==> config.mk <==
export PLATFORM = sky130hd
export DESIGN_NAME = muldiv_unit
export DESIGN_NICKNAME = d
export VERILOG_FILES = /design/src/rtl/muldiv_unit.sv
export SDC_FILE = /design/constraint.sdc
export NUM_CORES = 1
export LEC_CHECK = 0
export BUFFER_PORTS_ARGS = -buffer_cell sky130_fd_sc_hd__buf_4
export CORE_MARGIN = 5
export CORE_UTILIZATION = 40
export DETAILED_ROUTE_END_ITERATION = 10
export GPL_TIMING_DRIVEN = 1
export SLEW_MARGIN = 10
export SYNTH_ARGS = -nofsm -noshare
export SYNTH_HDL_FRONTEND = slang
export SYNTH_SLANG_ARGS = --single-unit
==> constraint.sdc <==
create_clock -name clk -period 10 [get_ports clk]
set_input_delay 1 -clock clk [delete_from_list [all_inputs] [get_ports clk]]
set_output_delay 1 -clock clk [all_outputs]
set_load 0.005 [all_outputs]
==> src/rtl/muldiv_unit.sv <==
// muldiv_unit: iterative RISC-V M-extension multiply/divide, one result bit per cycle.
// Optional build macro MULDIV_EARLY_OUT_EN lets divide-by-zero, signed overflow and multiply-by-zero skip CALC.
module muldiv_unit #(
  parameter int XLEN = 32
) (
  input  logic            clk,
  input  logic            rst_n,
  input  logic            start,
  input  logic [2:0]      op,
  input  logic [XLEN-1:0] operand_a,
  input  logic [XLEN-1:0] operand_b,
  output logic            busy,
  output logic            done,
  output logic [XLEN-1:0] result,
  output logic            zr
);
  localparam int CW = $clog2(XLEN);

  localparam logic [2:0] OP_MUL    = 3'b000;
  localparam logic [2:0] OP_MULH   = 3'b001;
  localparam logic [2:0] OP_MULHSU = 3'b010;
  localparam logic [2:0] OP_MULHU  = 3'b011;
  localparam logic [2:0] OP_DIV    = 3'b100;
  localparam logic [2:0] OP_DIVU   = 3'b101;
  localparam logic [2:0] OP_REM    = 3'b110;
  localparam logic [2:0] OP_REMU   = 3'b111;

  localparam logic [XLEN-1:0] ZERO_X = {XLEN{1'b0}};
  localparam logic [XLEN-1:0] ONES_X = {XLEN{1'b1}};
  localparam logic [XLEN-1:0] MIN_X  = {1'b1, {(XLEN-1){1'b0}}};

  typedef enum logic [1:0] {
    S_IDLE = 2'b00,
    S_CALC = 2'b01,
    S_FIX  = 2'b10
  } state_t;

  function automatic logic [XLEN-1:0] neg_x(input logic [XLEN-1:0] v);
    return ~v + {{(XLEN-1){1'b0}}, 1'b1};
  endfunction

  function automatic logic [2*XLEN-1:0] neg_2x(input logic [2*XLEN-1:0] v);
    return ~v + {{(2*XLEN-1){1'b0}}, 1'b1};
  endfunction

  state_t              state_q, state_d;
  logic [2:0]          op_q;
  logic [XLEN-1:0]     opnd_q, a_raw_q;
  logic [2*XLEN-1:0]   acc_q, acc_d;
  logic [CW-1:0]       cnt_q, cnt_d;
  logic                neg_a_q, neg_res_q, div0_q, ovf_q, mulz_q;
  logic                busy_q, busy_d, done_q, done_d, zr_q, zr_d;
  logic [XLEN-1:0]     result_q, result_d;

  logic                accept_s, is_div_s, sgn_a_s, sgn_b_s, neg_a_s, neg_b_s;
  logic                div0_s, ovf_s, mulz_s, early_s;
  logic [XLEN-1:0]     abs_a_s, abs_b_s;
  logic [XLEN:0]       add_s, trial_s, diff_s;
  logic [2*XLEN-1:0]   prod_s;
  logic [XLEN-1:0]     quot_s, rem_s, fix_s;

  // Accept decode: operand signedness, magnitudes and special-case detection
  always_comb begin
    accept_s = start && (state_q == S_IDLE);
    is_div_s = op[2];
    sgn_a_s  = (op != OP_MULHU) && (op != OP_DIVU) && (op != OP_REMU);
    sgn_b_s  = sgn_a_s && (op != OP_MULHSU);
    neg_a_s  = sgn_a_s && operand_a[XLEN-1];
    neg_b_s  = sgn_b_s && operand_b[XLEN-1];
    abs_a_s  = neg_a_s ? neg_x(operand_a) : operand_a;
    abs_b_s  = neg_b_s ? neg_x(operand_b) : operand_b;
    div0_s   = is_div_s && (operand_b == ZERO_X);
    ovf_s    = ((op == OP_DIV) || (op == OP_REM)) && (operand_a == MIN_X) && (operand_b == ONES_X);
    mulz_s   = !is_div_s && ((operand_a == ZERO_X) || (operand_b == ZERO_X));
`ifdef MULDIV_EARLY_OUT_EN
    early_s  = div0_s || ovf_s || mulz_s;
`else
    early_s  = 1'b0;
`endif
  end

  // FSM state register
  always_ff @(posedge clk or negedge rst_n) begin
    if (!rst_n) begin
      state_q <= S_IDLE;
    end else begin
      state_q <= state_d;
    end
  end

  // FSM next-state logic
  always_comb begin
    state_d = state_q;
    case (state_q)
      S_IDLE: begin
        if (accept_s) state_d = early_s ? S_FIX : S_CALC;
        else          state_d = S_IDLE;
      end
      S_CALC: begin
        if (cnt_q == CW'(XLEN-1)) state_d = S_FIX;
        else                      state_d = S_CALC;
      end
      S_FIX:   state_d = S_IDLE;
      default: state_d = S_IDLE;
    endcase
  end

  // Iteration step: shift-add for multiply, restoring subtract for divide
  always_comb begin
    acc_d   = acc_q;
    cnt_d   = cnt_q;
    add_s   = {1'b0, acc_q[2*XLEN-1:XLEN]} + (acc_q[0] ? {1'b0, opnd_q} : {(XLEN+1){1'b0}});
    trial_s = acc_q[2*XLEN-1:XLEN-1];
    diff_s  = trial_s - {1'b0, opnd_q};
    if (accept_s) begin
      acc_d = {ZERO_X, (is_div_s ? abs_a_s : abs_b_s)};
      cnt_d = {CW{1'b0}};
    end else if (state_q == S_CALC) begin
      cnt_d = cnt_q + {{(CW-1){1'b0}}, 1'b1};
      if (!op_q[2])          acc_d = {add_s, acc_q[XLEN-1:1]};
      else if (!diff_s[XLEN]) acc_d = {diff_s[XLEN-1:0], acc_q[XLEN-2:0], 1'b1};
      else                    acc_d = {trial_s[XLEN-1:0], acc_q[XLEN-2:0], 1'b0};
    end else begin
      acc_d = acc_q;
      cnt_d = cnt_q;
    end
  end

  // Datapath registers: operands and flags latched on accept, accumulator every cycle
  always_ff @(posedge clk or negedge rst_n) begin
    if (!rst_n) begin
      op_q      <= 3'b000;
      opnd_q    <= ZERO_X;
      a_raw_q   <= ZERO_X;
      neg_a_q   <= 1'b0;
      neg_res_q <= 1'b0;
      div0_q    <= 1'b0;
      ovf_q     <= 1'b0;
      mulz_q    <= 1'b0;
      acc_q     <= {(2*XLEN){1'b0}};
      cnt_q     <= {CW{1'b0}};
    end else begin
      if (accept_s) begin
        op_q      <= op;
        opnd_q    <= is_div_s ? abs_b_s : abs_a_s;
        a_raw_q   <= operand_a;
        neg_a_q   <= neg_a_s;
        neg_res_q <= neg_a_s ^ neg_b_s;
        div0_q    <= div0_s;
        ovf_q     <= ovf_s;
        mulz_q    <= mulz_s;
      end
      acc_q <= acc_d;
      cnt_q <= cnt_d;
    end
  end

  // Final sign fix-up, result selection and special-case override
  always_comb begin
    prod_s = neg_res_q ? neg_2x(acc_q) : acc_q;
    quot_s = neg_res_q ? neg_x(acc_q[XLEN-1:0]) : acc_q[XLEN-1:0];
    rem_s  = neg_a_q ? neg_x(acc_q[2*XLEN-1:XLEN]) : acc_q[2*XLEN-1:XLEN];
    fix_s  = ZERO_X;
    if (div0_q) begin
      fix_s = op_q[1] ? a_raw_q : ONES_X;
    end else if (ovf_q) begin
      fix_s = op_q[1] ? ZERO_X : MIN_X;
    end else if (mulz_q) begin
      fix_s = ZERO_X;
    end else begin
      case (op_q)
        OP_MUL:                       fix_s = prod_s[XLEN-1:0];
        OP_MULH, OP_MULHSU, OP_MULHU: fix_s = prod_s[2*XLEN-1:XLEN];
        OP_DIV, OP_DIVU:              fix_s = quot_s;
        OP_REM, OP_REMU:              fix_s = rem_s;
        default:                      fix_s = ZERO_X;
      endcase
    end
  end

  // Output next-state: busy follows the FSM, result/zr/done update only from FIX
  always_comb begin
    busy_d = (state_d != S_IDLE);
    if (state_q == S_FIX) begin
      done_d   = 1'b1;
      result_d = fix_s;
      zr_d     = (fix_s == ZERO_X);
    end else begin
      done_d   = 1'b0;
      result_d = result_q;
      zr_d     = zr_q;
    end
  end

  // Output registers
  always_ff @(posedge clk or negedge rst_n) begin
    if (!rst_n) begin
      busy_q   <= 1'b0;
      done_q   <= 1'b0;
      result_q <= ZERO_X;
      zr_q     <= 1'b0;
    end else begin
      busy_q   <= busy_d;
      done_q   <= done_d;
      result_q <= result_d;
      zr_q     <= zr_d;
    end
  end

  assign busy   = busy_q;
  assign done   = done_q;
  assign result = result_q;
  assign zr     = zr_q;

endmodule

== Word-level counts from Yosys, hierarchy flattened ==
Index checks and enable logic that the tools add are counted.

* Bitwise logic cells: 6
* Eq/ne operators: 18
* $add $sub $neg: 8
* Reduce and logical (&&, ||, !) cells: 23
* Multiplexer cells: 24

{| class="wikitable"
|+ Operators by type and width
! operator !! count
|-
| $mux 32 || 12
|-
| $mux 64 || 5
|-
| $add 32x1->32 const B || 4
|-
| $not 32->32 || 4
|-
| $pmux 32 s4 || 1
|-
| $logic_not 32->1 || 3
|-
| $add 64x1->64 const B || 1
|-
| $eq 32x32->1 const B || 2
|-
| $not 64->64 || 1
|-
| $add 32x32->33 || 1
|-
| $sub 33x32->33 || 1
|-
| $eq 3x3->1 const B || 6
|-
| $logic_and 1x1->1 || 10
|-
| $mux 5 || 2
|-
| $eq 3x2->1 const B || 2
|-
| $ne 3x2->1 const B || 2
|-
| $ne 3x3->1 const B || 2
|-
| $add 5x1->5 const B || 1
|-
| $eq 5x5->1 const B || 1
|-
| $pmux 2 s2 || 1
|-
| $reduce_bool 2->1 || 2
|-
| $reduce_or 2->1 || 2
|-
| $eq 3x1->1 const B || 1
|-
| $logic_not 3->1 || 1
|-
| 9 further kinds || 11
|}

* Register bits after elaboration: 178
* Input bits: 70

== Logic depth before layout (Yosys ltp) ==
* Word-level depth: 8
* Depth in mapped cells: 16
* Mapped depth without buffers: 14

== Worst setup path before layout ==
OpenSTA, ideal clock, no wires.

* Path kind: flip-flop to flip-flop
* Start: reg acc_q[31]
* End: reg acc_q[46]
* Path buffers: 2
* Setup time: 134 ps
* Stages on the path, launching flop included: 17
* Slack: 6390 ps
* Arrival: 3476 ps
* Cells stage by stage: dfrtp_1 -> inv_1 -> ha_1 -> inv_1 -> fa_1 -> a211oi_1 -> o211ai_1 -> o211ai_1 -> a21boi_1 -> or4_1 -> and3_1 -> a21oi_2 -> o211ai_1 -> buf_2 -> buf_4 -> mux2i_1 -> o21ai_0

* Cells in the longest elaborated chain, start to end: 5

{| class="wikitable"
|+ RTL lines
! element !! RTL line !! text
|-
| start, declared || 49 || <nowiki>logic [2*XLEN-1:0] acc_q, acc_d;</nowiki>
|-
| start signal, assigned || 140 || <nowiki>acc_q <= {(2*XLEN){1'b0}};</nowiki>
|-
| $sub 33x32->33 || 114 || <nowiki>diff_s = trial_s - {1'b0, opnd_q};</nowiki>
|-
| $mux 64 || 121 || <nowiki>else if (!diff_s[XLEN]) acc_d = {diff_s[XLEN-1:0], acc_q[XLEN-2:0], 1'b1};</nowiki>
|-
| $mux 64 || 120 || <nowiki>if (!op_q[2]) acc_d = {add_s, acc_q[XLEN-1:1]};</nowiki>
|-
| $mux 64 || 118 || <nowiki>end else if (state_q == S_CALC) begin</nowiki>
|-
| $mux 64 || 115 || <nowiki>if (accept_s) begin</nowiki>
|}

No other way between the ends. The select of a mux whose other input is x is not followed.
A chain may end at the register's enable or synchronous reset.

== Final worst setup path ==
* Start: reg acc_q[0]
* End: reg zr_q (netlist: zr)

* Cells in the longest elaborated chain, start to end: 8
* Elaborated cells between the ends (all ways): 11
* Classes of those cells: add/sub (2); mux (6); bitwise (2); reduce/logical (1)

{| class="wikitable"
|+ RTL lines
! element !! RTL line !! text
|-
| $not 64->64 or $not 32->32 (tied branches) || 43, 39 ||
|-
| $add 64x1->64 or $add 32x1->32 (tied branches) || 43, 39 ||
|-
| $mux 64 or $mux 32 (tied branches) || 160, 161 ||
|-
| $pmux 32 s4 * || 171 || <nowiki>case (op_q)</nowiki>
|-
| $mux 32 * || 168 || <nowiki>end else if (mulz_q) begin</nowiki>
|-
| $mux 32 * || 166 || <nowiki>end else if (ovf_q) begin</nowiki>
|-
| $mux 32 * || 164 || <nowiki>if (div0_q) begin</nowiki>
|-
| $logic_not 32->1 * || 187 || <nowiki>zr_d = (fix_s == ZERO_X);</nowiki>
|-
| end signal, assigned || 206 || <nowiki>zr_q <= zr_d;</nowiki>
|-
| end, declared || 52 || <nowiki>logic busy_q, busy_d, done_q, done_d, zr_q, zr_d;</nowiki>
|}

Every way passes the cells marked *; elsewhere a longest branch is shown, timed or not.

==> impl_metrics.py <==
metrics = {
    "global_routing": {
        "grt_pass1_vias": 15371,
        "grt_remaining_overflow": 0,
        "antenna_found_initial": 2,
        "grt_util_all_layers_pct": 28.2,
        "grt_pass1_wl_mm": 96.4,
        "grt_max_degree": 104,
    },
    "routing": {
        "drtPass1Iterations": 9,
        "routed_wl_mm": 64.0,
        "postRouteAntennaNets": 0,
        "remaining_drc_errors": 0,
        "drt_iter0_markers": 1786,
        "wl_per_cell_um": 23.9,
        "vias": 16470,
        "vias_per_cell": 6.14,
    },
    "sta": {
        "rsz0062_at_grt": "no",
        "timing.final.crit_share_pct": 45.4,
        "maxSlewViolCount": 0,
        "worst_pin_slew_ps": 1170,
        "fin_setup_tns_ps": 0,
        "skew_ps": 18.1,
        "final_hold_viol_count": 0,
        "min_period_ps": 4540,
        "fmax_ghz": 0.220,
        "setup_viol": 0,
        "max_slew_margin_pct": 22.0,
    },
    "setup_path": {
        "endpoint_kind": "flip-flop",
        "r2r_cells": 12,
        "reg2reg_from": "acc_q[0]",
        "critPathKind": "reg2reg",
        "cp_max_fo": 15,
        "timing.critical_path.to": "zr",
        "cp-start-kind": "flip-flop",
        "reg2reg_setup_slack_ps": 5460,
        "r2r-end": "zr",
        "cp_data_required_time_ps": 10360,
        "startpoint": "acc_q[0]",
        "worstPathArrival_ps": 4900,
    },
    "placed_design": {
        "port_buffers": 104,
        "gp_congestion": 0.994,
        "post-dp-hpwl_mm": 49.1,
    },
    "final_layout": {
        "nets": 2286,
        "drive_gt1_share_pct": 9.04,
        "areaGrowthSynthToFinish_pct": 10.3,
        "diodes": 0,
    },
    "clock_network": {
        "cts_resized": 0,
        "h-tree-depth": 4,
        "cts.clk_slew.worst_paths_ps": 80,
        "cts_tree": "yes",
        "hold_buffers": 0,
        "cts-buffers-inserted": 17,
        "cts_max_path_buffers": 2,
        "clk_latency_ps": 470,
        "postCtsSetupBuffers": 0,
        "cts-root-buf": "clkbuf_16",
        "cts.sinks": 178,
    },
    "yosys": {
        "synth.ff_latch_count": 178,
        "ys_top_cells_by_area": "dfrtp_1 (28%), o21ai_0 (7.9%), nand2_1 (7.6%)",
        "synth_cell_type_count": 86,
        "synthesis.area_um2": 16100,
        "syn_nets": 2282,
        "ys.warnings.count": 0,
        "ys_async_sr_fraction_pct": 100,
        "synth_ff_type": "dfrtp_1",
        "synth-edff-count": 0,
        "synth_top_cell_area_share_pct": 27.7,
        "synth.most_common_cell": "nand2_1",
        "netlist_top_cells_count": "nand2_1 (324), o21ai_0 (254), nor2_1 (188), dfrtp_1 (178), a21oi_1 (153)",
        "synth_top_area_cell": "dfrtp_1",
        "syn_inst": 2139,
        "syn_area_per_cell_um2": 7.53,
        "ys_seq_area_share_pct": 27.7,
    },
    "die": {
        "core_area_um2": 39800,
        "row_count": 73,
        "die_h_um": 211,
        "start_util_pct": 40.4,
        "boundaryPins": 105,
        "die_w_um": 211,
        "dieArea_um2": 44400,
    },
    "pwr": {
        "peakVddDrop_mv": 0.162,
        "design_power_total_mw": 6.73,
        "p_leak_nw": 7.59,
        "powerDensity_nw_per_um2": 379,
    },
    "status": {
        "status": "complete, no violations",
    },
    "run": {
        "maxCapViolations": 0,
    },
    "min_path": {
        "worstHoldPathType": "in2async",
    },
}
-- cells in the final DEF, fill, tap and decap left out, drive strengths merged, types with 35 or more instances in the layout --
master,count
nand2,324
o21ai,256
nor2,188
dfrtp,178
a21oi,154
buf,122
xor2,83
xnor2,82
inv,79
ha,71
mux2i,62
o211ai,58
nor3,46
nand3,35
-- registers in the layout (all words and copies together) (netlist names), 2 cells and up --
name,cells
opnd_q,32
acc_q,64
a_raw_q,32
state_q,2
result,32
cnt_q,5
op_q,3
-- area by class of cell --
class	instances	area, µm²
Clock buffer	18	429
Clock inverter	14	156
Fill cell	4096	22100
Inverter	70	263
Multi-Input combinational cell	1753	10900
Sequential cell	178	4460
Tap cell	525	657
Timing Repair Buffer	123	930
-- cells by family (layout without fill, tap and decap cells) --
group	Yosys count	in the layout	synth area share (%)
compound gates	692	692	26.8
xor+xnor	165	165	8.98
fa+ha+maj	73	73	5.77
buf+inv	208	225	4.96
flops	178	178	27.7
mux	64	64	3.99
simple gates	759	759	21.8
-- critical path: stages, from the launching register on --
cell	delay [ps]
dfrtp_1	470
inv_1	490
ha_1	300
nand2b_1	190
nor3_1	350
nand4_1	730
o21ai_0	410
a211oi_1	130
nor4_1	600
nor2_1	150
and4_1	230
and4_1	200
a32o_1	210
-- report_power, final --
group	total, mW	switching [mW]	internal (mW)
Sequential	1.57	0.553	1.02
Combinational	4.46	2.76	1.70
Clock	0.694	0.357	0.337
Total	6.73	3.67	3.06
-- metal layers --
metal / vias to the layer above / share of wire, % / track usage [%]
li1: 7702 / - / -
met1: 7940 / 44 / 40.2
met2: 737 / 45 / 43.7
met5: - / 0.020 / 0
met4: 2 / 3.1 / 8.45
met3: 89 / 7.9 / 5.12
-- worst min-delay path by stage --
stage | start | endpoint | slack (ps) | depth (start not counted)
after floorplan | a_raw_q[9] | a_raw_q[9] | 440 | 2
after global placement | a_raw_q[27] | a_raw_q[27] | 450 | 2
after detailed placement | a_raw_q[22] | a_raw_q[22] | 460 | 2
after CTS | rst_n | opnd_q[23] | 430 | 1
after global routing | rst_n | opnd_q[23] | 440 | 1
final | rst_n | opnd_q[26] | 430 | 1
-- through the flow --
stage | util (%) | cells | hold slack, ps | worst slack, ps | instance area [µm²]
floorplan | - | 2139 | 437 | 6390 | 16100
global placement | 43.1 | 2649 | 455 | 5720 | 17200
CTS | 44.6 | 2681 | 430 | 5600 | 17800
global route | 44.6 | 2681 | 438 | 5270 | 17800
detailed placement | 43.1 | 2649 | 461 | 5630 | 17200
finish | 44.6 | 2681 | 432 | 5460 | 17800
(Power assumes the default switching activity.)
